--- src/rtl/lcd_hex_driver.sv ---
// HD44780 character LCD driver: power-up wait, init commands, then continuously
// rewrites line 1 with the 32-bit input word shown as eight uppercase hex digits.
module lcd_hex_driver #(
  parameter int POWERUP_CYCLES = 750000,
  parameter int EN_CYCLES      = 12,
  parameter int CMD_CYCLES     = 2500,
  parameter int CLEAR_CYCLES   = 82000
) (
  input  logic        clk,
  input  logic        reset,
  input  logic [31:0] lcd_data,
  output logic [7:0]  LCD_DATA,
  output logic        LCD_RS,
  output logic        LCD_RW,
  output logic        LCD_EN,
  output logic        LCD_ON,
  output logic        init_done,
  output logic        frame_done
);

  localparam int MAX_A   = (POWERUP_CYCLES > CLEAR_CYCLES) ? POWERUP_CYCLES : CLEAR_CYCLES;
  localparam int MAX_B   = (MAX_A > CMD_CYCLES) ? MAX_A : CMD_CYCLES;
  localparam int MAX_CNT = (MAX_B > EN_CYCLES) ? MAX_B : EN_CYCLES;
  localparam int CW      = $clog2(MAX_CNT + 1);

  typedef enum logic [1:0] {S_POWERUP, S_INIT, S_SET_ADDR, S_WRITE_CHAR} state_t;
  typedef enum logic [1:0] {PH_SETUP, PH_PULSE, PH_WAIT} phase_t;

  state_t        state;
  phase_t        phase;
  logic [CW-1:0] cnt;
  logic [CW-1:0] wait_len;
  logic [1:0]    init_idx;
  logic [2:0]    char_idx;
  logic [31:0]   snapshot;
  logic          last_char;

  function automatic logic [7:0] init_cmd(input logic [1:0] idx);
    case (idx)
      2'd0:    init_cmd = 8'h38;
      2'd1:    init_cmd = 8'h0C;
      2'd2:    init_cmd = 8'h06;
      default: init_cmd = 8'h01;
    endcase
  endfunction

  // Character k shows nibble [31-4k : 28-4k]; {~k,2'b00} is 4*(7-k), its low bit.
  function automatic logic [7:0] char_code(input logic [31:0] word, input logic [2:0] k);
    logic [3:0] n;
    n = word[{~k, 2'b00} +: 4];
    char_code = (n < 4'd10) ? (8'h30 + {4'h0, n}) : (8'h37 + {4'h0, n});
  endfunction

  // Clear-display needs the long settling wait; everything else the short one.
  always_comb begin
    wait_len  = (!LCD_RS && LCD_DATA == 8'h01) ? CW'(CLEAR_CYCLES) : CW'(CMD_CYCLES);
    last_char = (state == S_WRITE_CHAR) && (char_idx == 3'd7);
  end

  always_ff @(posedge clk) begin
    if (reset) begin
      state      <= S_POWERUP;
      phase      <= PH_SETUP;
      cnt        <= '0;
      init_idx   <= '0;
      char_idx   <= '0;
      snapshot   <= '0;
      LCD_DATA   <= 8'h00;
      LCD_RS     <= 1'b0;
      LCD_RW     <= 1'b0;
      LCD_EN     <= 1'b0;
      LCD_ON     <= 1'b0;
      init_done  <= 1'b0;
      frame_done <= 1'b0;
    end else begin
      LCD_ON     <= 1'b1;
      LCD_RW     <= 1'b0;
      frame_done <= 1'b0;
      if (state == S_POWERUP) begin
        if (cnt == CW'(POWERUP_CYCLES)) begin
          state    <= S_INIT;
          phase    <= PH_SETUP;
          init_idx <= 2'd0;
          cnt      <= '0;
          LCD_RS   <= 1'b0;
          LCD_DATA <= init_cmd(2'd0);
          LCD_EN   <= 1'b0;
        end else begin
          cnt <= cnt + 1'b1;
        end
      end else begin
        case (phase)
          PH_SETUP: begin
            phase  <= PH_PULSE;
            LCD_EN <= 1'b1;
            cnt    <= CW'(1);
          end
          PH_PULSE: begin
            if (cnt == CW'(EN_CYCLES)) begin
              phase      <= PH_WAIT;
              LCD_EN     <= 1'b0;
              cnt        <= CW'(1);
              frame_done <= last_char && (CMD_CYCLES == 1);
            end else begin
              cnt <= cnt + 1'b1;
            end
          end
          PH_WAIT: begin
            if (cnt == wait_len) begin
              // Transaction finished: load RS/DATA for the next access's setup cycle.
              phase <= PH_SETUP;
              cnt   <= '0;
              case (state)
                S_INIT: begin
                  if (init_idx == 2'd3) begin
                    state     <= S_SET_ADDR;
                    snapshot  <= lcd_data;
                    init_done <= 1'b1;
                    LCD_RS    <= 1'b0;
                    LCD_DATA  <= 8'h80;
                  end else begin
                    init_idx <= init_idx + 2'd1;
                    LCD_RS   <= 1'b0;
                    LCD_DATA <= init_cmd(init_idx + 2'd1);
                  end
                end
                S_SET_ADDR: begin
                  state    <= S_WRITE_CHAR;
                  char_idx <= 3'd0;
                  LCD_RS   <= 1'b1;
                  LCD_DATA <= char_code(snapshot, 3'd0);
                end
                S_WRITE_CHAR: begin
                  if (char_idx == 3'd7) begin
                    state    <= S_SET_ADDR;
                    snapshot <= lcd_data;
                    char_idx <= 3'd0;
                    LCD_RS   <= 1'b0;
                    LCD_DATA <= 8'h80;
                  end else begin
                    char_idx <= char_idx + 3'd1;
                    LCD_RS   <= 1'b1;
                    LCD_DATA <= char_code(snapshot, char_idx + 3'd1);
                  end
                end
                default: state <= S_POWERUP;
              endcase
            end else begin
              cnt        <= cnt + 1'b1;
              frame_done <= last_char && (cnt == CW'(CMD_CYCLES - 1));
            end
          end
          default: phase <= PH_SETUP;
        endcase
      end
    end
  end

endmodule

--- config.mk ---
export PLATFORM = sky130hd
export DESIGN_NAME = lcd_hex_driver
export DESIGN_NICKNAME = d
export VERILOG_FILES = /design/src/rtl/lcd_hex_driver.sv
export SDC_FILE = /design/constraint.sdc
export NUM_CORES = 1
export LEC_CHECK = 0
export CORE_MARGIN = 2
export CORE_UTILIZATION = 58
export CTS_BUF_LIST = sky130_fd_sc_hd__clkbuf_8
export DETAILED_ROUTE_END_ITERATION = 7
export PLACE_DENSITY = 0.82
export SYNTH_ARGS = -nofsm -noshare
export SYNTH_HDL_FRONTEND = slang
export SYNTH_SLANG_ARGS = --single-unit
--- constraint.sdc ---
create_clock -name clk -period 3.5 [get_ports clk]
set_input_delay 0.35 -clock clk [delete_from_list [all_inputs] [get_ports clk]]
set_output_delay 0.35 -clock clk [all_outputs]
set_load 0.01 [all_outputs]
-- Word level (Yosys, flattened, before mapping)
Index checks and enable logic that the tools add are counted.
- input port bits: 34
- logic and storage cells: 119
- output and inout bits: 14
- flip-flop bits (word level): 74
- reduce and logical (&&, ||, !) cells: 24
- eq/ne operators: 22
- $lt $le $gt $ge: 2
- shift-type cells: 1
- add/sub/neg operators: 7
- bitwise gates (word level): 3
- mux-type cells: 48
- operators with widths (cell ; number):
    20-bit two-way mux ; 4
    32-bit two-way mux ; 2
    32-bit one-hot mux with 2 select lines ; 1
    20-bit one-hot mux with 3 select lines ; 1
    8-bit two-way mux ; 6
    32-bit by 6-bit indexed part select with 4-bit output ; 1
    2-bit two-way mux ; 15
    6-bit by 4-bit adder with 7-bit output (first input constant) ; 4
    8-bit one-hot mux with 3 select lines ; 1
    20-bit by 1-bit adder with 20-bit output (second input constant) ; 1
    20-bit by 12-bit equality test with 1-bit output (second input constant) ; 1
    20-bit by 17-bit equality test with 1-bit output ; 1
    20-bit equality test (second input constant) ; 1
    20-bit by 4-bit equality test with 1-bit output (second input constant) ; 1
    6-bit one-hot mux with 3 select lines ; 1
    17-bit two-way mux ; 1
    5-bit AND reduction ; 3
    7-bit two-way mux ; 2
    2-bit one-hot mux with 3 select lines ; 2
    2-bit equality test (second input constant) ; 5
    2-bit nonzero test ; 5
    3-bit inequality test (second input constant) ; 3
    8-bit by 1-bit equality test with 1-bit output (second input constant) ; 1
    4-bit less-than comparator (second input constant) ; 2
    23 further kinds ; 42

-- Longest topological paths before layout
Gate-level depths: netlist (run 1).
- depth in word-level cells: 10
- depth in mapped cells: 10

-- Worst setup path after synthesis (run 1)
Ideal clock, no wire load.
- path kind: reg-to-reg
- start point: reg char_idx[0]
- end point: reg LCD_DATA[1]
- stages on the path, launching flop included: 10
- buffers on the path: 1
- setup time: 0.060 ns
- arrival time: 2.586 ns
- setup slack: 0.855 ns
- cells stage by stage: dfxtp_1 > ha_1 > clkbuf_1 > mux4_2 > mux2i_1 > ha_1 > a21oi_1 > a221oi_1 > nor4_1 > a41o_1
- longest elaborated chain between the ends: 10
- elaborated cells between the ends (all ways): 13
- RTL lines (element ; RTL line ; source):
    from (decl) ; 34 ; logic [2:0] char_idx;
    from (signal assigned) ; 141 ; char_idx <= char_idx + 3'd1;
    3-bit by 1-bit adder with 3-bit output ; 143 ; LCD_DATA <= char_code(snapshot, char_idx + 3'd1);
    3-bit inverter ; 50 ; n = word[{~k, 2'b00} +: 4];
    32-bit by 6-bit indexed part select with 4-bit output ; 50 ;
    6-bit by 4-bit adder with 7-bit output or 4-bit less-than comparator (tied branches) ; 51 ; char_code = (n < 4'd10) ? (8'h30 + {4'h0, n}) : (8'h37 + {4'h0, n});
    7-bit two-way mux ; 51 ;
    8-bit two-way mux (*) ; 134 ; if (char_idx == 3'd7) begin
    8-bit one-hot mux with 3 select lines (*) ; 113 ; case (state)
    8-bit two-way mux (*) ; 109 ; if (cnt == wait_len) begin
    8-bit two-way mux (*) ; 92 ; case (phase)
    8-bit two-way mux (*) ; 79 ; if (state == S_POWERUP) begin
    to (signal assigned) ; 86 ; LCD_DATA <= init_cmd(2'd0);
    to (signal assigned) ; 124 ; LCD_DATA <= init_cmd(init_idx + 2'd1);
    to (signal assigned) ; 131 ; LCD_DATA <= char_code(snapshot, 3'd0);
    to (decl) ; 12 ; output logic [7:0] LCD_DATA,
Every way passes the cells marked *; elsewhere a longest branch is shown, timed or not. The select of a mux whose other input is x is not followed.
A chain may end at the register's enable or synchronous reset.

-- Final worst setup path (run 1)
Ends and elaborated chain as after synthesis.

==> results of run 1 <==
==> state kept, by name, summed over array words and instances, names as in the netlist <==
register    count
LCD_EN          1
phase           2
LCD_RS          1
init_idx        2
cnt            20
char_idx        3
frame_done      1
init_done       1
state           2
snapshot       32
LCD_DATA        8
LCD_ON          1
==> metrics by stage <==
step           util (%)  setup WS [ns]
3_5_place_dp       66.7          0.493
2_1_floorplan         -          0.855
3_3_place_gp       66.7          0.662
5_1_grt            70.1          0.256
6_report           70.1          0.475
4_1_cts            70.1          0.482
==> critical path, stage by stage, from the launching register on <==
cell and delay [ns]:
dfxtp_1 0.59, ha_1 0.48, mux4_2 0.56, mux2i_1 0.38, ha_1 0.21, a21oi_1 0.06, a221oi_1 0.31, nor4_1 0.09
a41o_1 0.24
==> power groups by stage <==
stage / Sequential, mW / Combinational (mW) / Clock, mW
after detailed placement: 0.871 / 0.0795 / 0
after floorplan: 0.869 / 0.0343 / 0
after CTS: 0.851 / 0.0800 / 0.760
after global routing: 0.851 / 0.0868 / 0.808
after global placement: 0.870 / 0.0775 / 0
final: 0.851 / 0.0805 / 0.756
==> routing by layer <==
metal  track usage (%)  vias up
met5                 0        -
met1              35.4     1673
met2              39.6      154
met3              6.16       19
met4              9.51        0
li1                  -     1730
==> cells by family after synthesis <==
family	after synthesis	synth area share, %
fa+ha+maj	18	5.57
simple gates	187	23.0
xor+xnor	16	3.47
buf+inv	45	4.58
mux	48	14.4
flops	74	36.6
other cells	1	0.0927
compound gates	73	12.3
==> layout make-up <==
type | count | share of cell area, %
well taps | 80 | 2.11
clock inverters | 5 | 1.64
inverters | 18 | 1.43
multi-input cells | 343 | 50.3
clock buffers | 11 | 3.20
repair buffers | 49 | 10.1
flip-flops and latches | 74 | 31.3
==> worst paths after layout <==
path            endpoint  slack, ns
max          LCD_DATA[1]       0.47
min            init_done       0.47
max reg2reg  LCD_DATA[1]       0.47
min reg2reg    init_done       0.47
==> cells in the final DEF, fill, tap and decap left out, drive strengths merged, types with 2 or more instances in the layout <==
master,instances
o2bb2ai,2
nor2b,4
ha,18
clkbuf,11
o32ai,3
or4,5
o21a,2
xor2,9
buf,4
nor4,7
a41o,2
mux2i,37
nor2,68
nand2,34
a31oi,3
clkdlybuf4s50,45
o2111ai,2
nand2b,3
xnor2,7
o31ai,3
mux4,8
nand3,21
a21oi,20
a221oi,2
clkinv,2
o211ai,4
dfxtp,74
mux2,3
bufinv,2
nor4b,2
and3,5
or3,2
nand4,14
nor3,15
a211oi,4
o21ai,19
inv,19
==> results.sh, run 1 <==
export IMPL_cts_root_buf="clkbuf_8"
export IMPL_ys_top_cells_by_area="dfxtp_1 37%, mux2i_1 9.2%, nor2_1 6.2%"
export IMPL_synth_seq_cells=74
export IMPL_dp_cells=564
export IMPL_combPwrFrac_pct=4.8
export IMPL_wl_met2_um=4390
export IMPL_holdPathStages=2
export IMPL_n_fill_cell=537
export IMPL_ys_warn_count=0
export IMPL_io_pins=48
export IMPL_start_kind="flip-flop"
export IMPL_crit_type="flip-flop to flip-flop"
export IMPL_synth_edff_count=0
export IMPL_num_vias=3576
export IMPL_drc=0
export IMPL_grt_max_degree=64
export IMPL_drt_pass1_iter_count=5
export IMPL_grt_pass1_wl_um=15400
export IMPL_clockBufferDepth=2
export IMPL_synth_top_cell_by_area="dfxtp_1"
export IMPL_synth_area_sq_um=4040
export IMPL_status="finished, final reports clean"
export IMPL_p_int_mw=1.33
export IMPL_drive_above_1_share_pct=8.00
export IMPL_crit_path_end_kind="flip-flop"
export IMPL_areaGrowthSynthToFinish_pct=17.2
export IMPL_rows=30
export IMPL_cts_buffers=9
export IMPL_multi_input_area_sq_um=2380
export IMPL_drt_iter0_markers=419
export IMPL_skew_ns=0.0109
export IMPL_finalHoldViolCount=0
export IMPL_cts_clk_slew_worst_paths_ns=0.08
export IMPL_reg2reg_from="char_idx[0]"
export IMPL_die_h_um=87.5
export IMPL_postCtsSetupBuffers=0
export IMPL_hp_start="init_done"
export IMPL_switching_share_pct=21.3
export IMPL_fp_dieW_um=87.5
export IMPL_timing_hold_ws_ns=0.473
export IMPL_wl_met3_um=650
export IMPL_cts_resized=0
export IMPL_seqPwrFrac_pct=50.4
export IMPL_finalSetupViolations=0
export IMPL_cts_hold_buf=0
export IMPL_p_clk_share_pct=44.8
export IMPL_viasPerCell=6.17
export IMPL_dieArea_sq_um=7660
export IMPL_path_max_fanout=9
export IMPL_cts_max_level=3
export IMPL_fmax_mhz=331
export IMPL_power_total_mw=1.69
export IMPL_worstPathRequired_ns=3.75
export IMPL_final_period_utilization_pct=86.4
export IMPL_final_cells=580
export IMPL_worst_pin_slew_ns=1.15
export IMPL_async_flop_share_pct=0
export IMPL_ys_seq_area_share_pct=36.6
export IMPL_antenna_found_initial=0
export IMPL_insertion_delay_ns=0.35
export IMPL_syn_nets=514
export IMPL_slew_violations=0
export IMPL_switching_power_mw=0.359
export IMPL_cts_tree="yes"
export IMPL_cts_num_sinks=74
export IMPL_portBuffers=46
export IMPL_wl_per_cell_um=16.4
export IMPL_place_area_sq_um=4510
export IMPL_min_path_type="flip-flop to flip-flop"
export IMPL_powerDensity_nw_per_um2=356
export IMPL_crit_arrival_ns=3.27
export IMPL_dr_max_layer_used="met4"
export IMPL_crit_start="char_idx[0]"
export IMPL_grt_pass1_vias=3263
export IMPL_start_util_pct=59.9
export IMPL_wirelength_met1_um=4300
export IMPL_rr_worst_depth=8
export IMPL_synth_main_ff_cell="dfxtp_1"
export IMPL_drt_total_wl_um=9490
export IMPL_rsz0062_at_grt="no"
export IMPL_ys_top_cells_by_count="74 x dfxtp_1, 67 x nor2_1, 37 x mux2i_1, 34 x nand2_1, 21 x nand3_1"
export IMPL_place_hpwl_um=6720
export IMPL_netlist_area_leader_share_pct=36.6
export IMPL_min_period_ns=3.03
export IMPL_slew_headroom_pct=23.6
export IMPL_globalplace_congestion=0.982
export IMPL_grt_overflow_total=0
export IMPL_post_synth_top_count_cell="dfxtp_1"
export IMPL_ant_nets=0
export IMPL_core_area_sq_um=6760
export IMPL_avgSynthCellArea_sq_um=8.75
export IMPL_peakVddDrop_mv=0.247
export IMPL_grt_use_total_pct=25.8
export IMPL_regArea_sq_um=1480
export IMPL_syn_inst=462
export IMPL_drv_cap=0
export IMPL_tns_ns=0
export IMPL_leakage_nw=1.93
export IMPL_diodes=0
export IMPL_design_area_sq_um=4740
export IMPL_synth_cell_types=58
export IMPL_nNetsFinal=547
Power figures use the tool's default switching activity.
==> run 2, diff against run 1 <==
--- a/config.mk
+++ b/config.mk
@@ -8,6 +8,7 @@
 export CORE_MARGIN = 2
 export CORE_UTILIZATION = 58
 export CTS_BUF_LIST = sky130_fd_sc_hd__clkbuf_8
+export CTS_CLUSTER_SIZE = 16
 export DETAILED_ROUTE_END_ITERATION = 7
 export PLACE_DENSITY = 0.82
 export SYNTH_ARGS = -nofsm -noshare
==> results of run 2 <==
No change in the layout: final DEF, timing and power equal those of run 1.
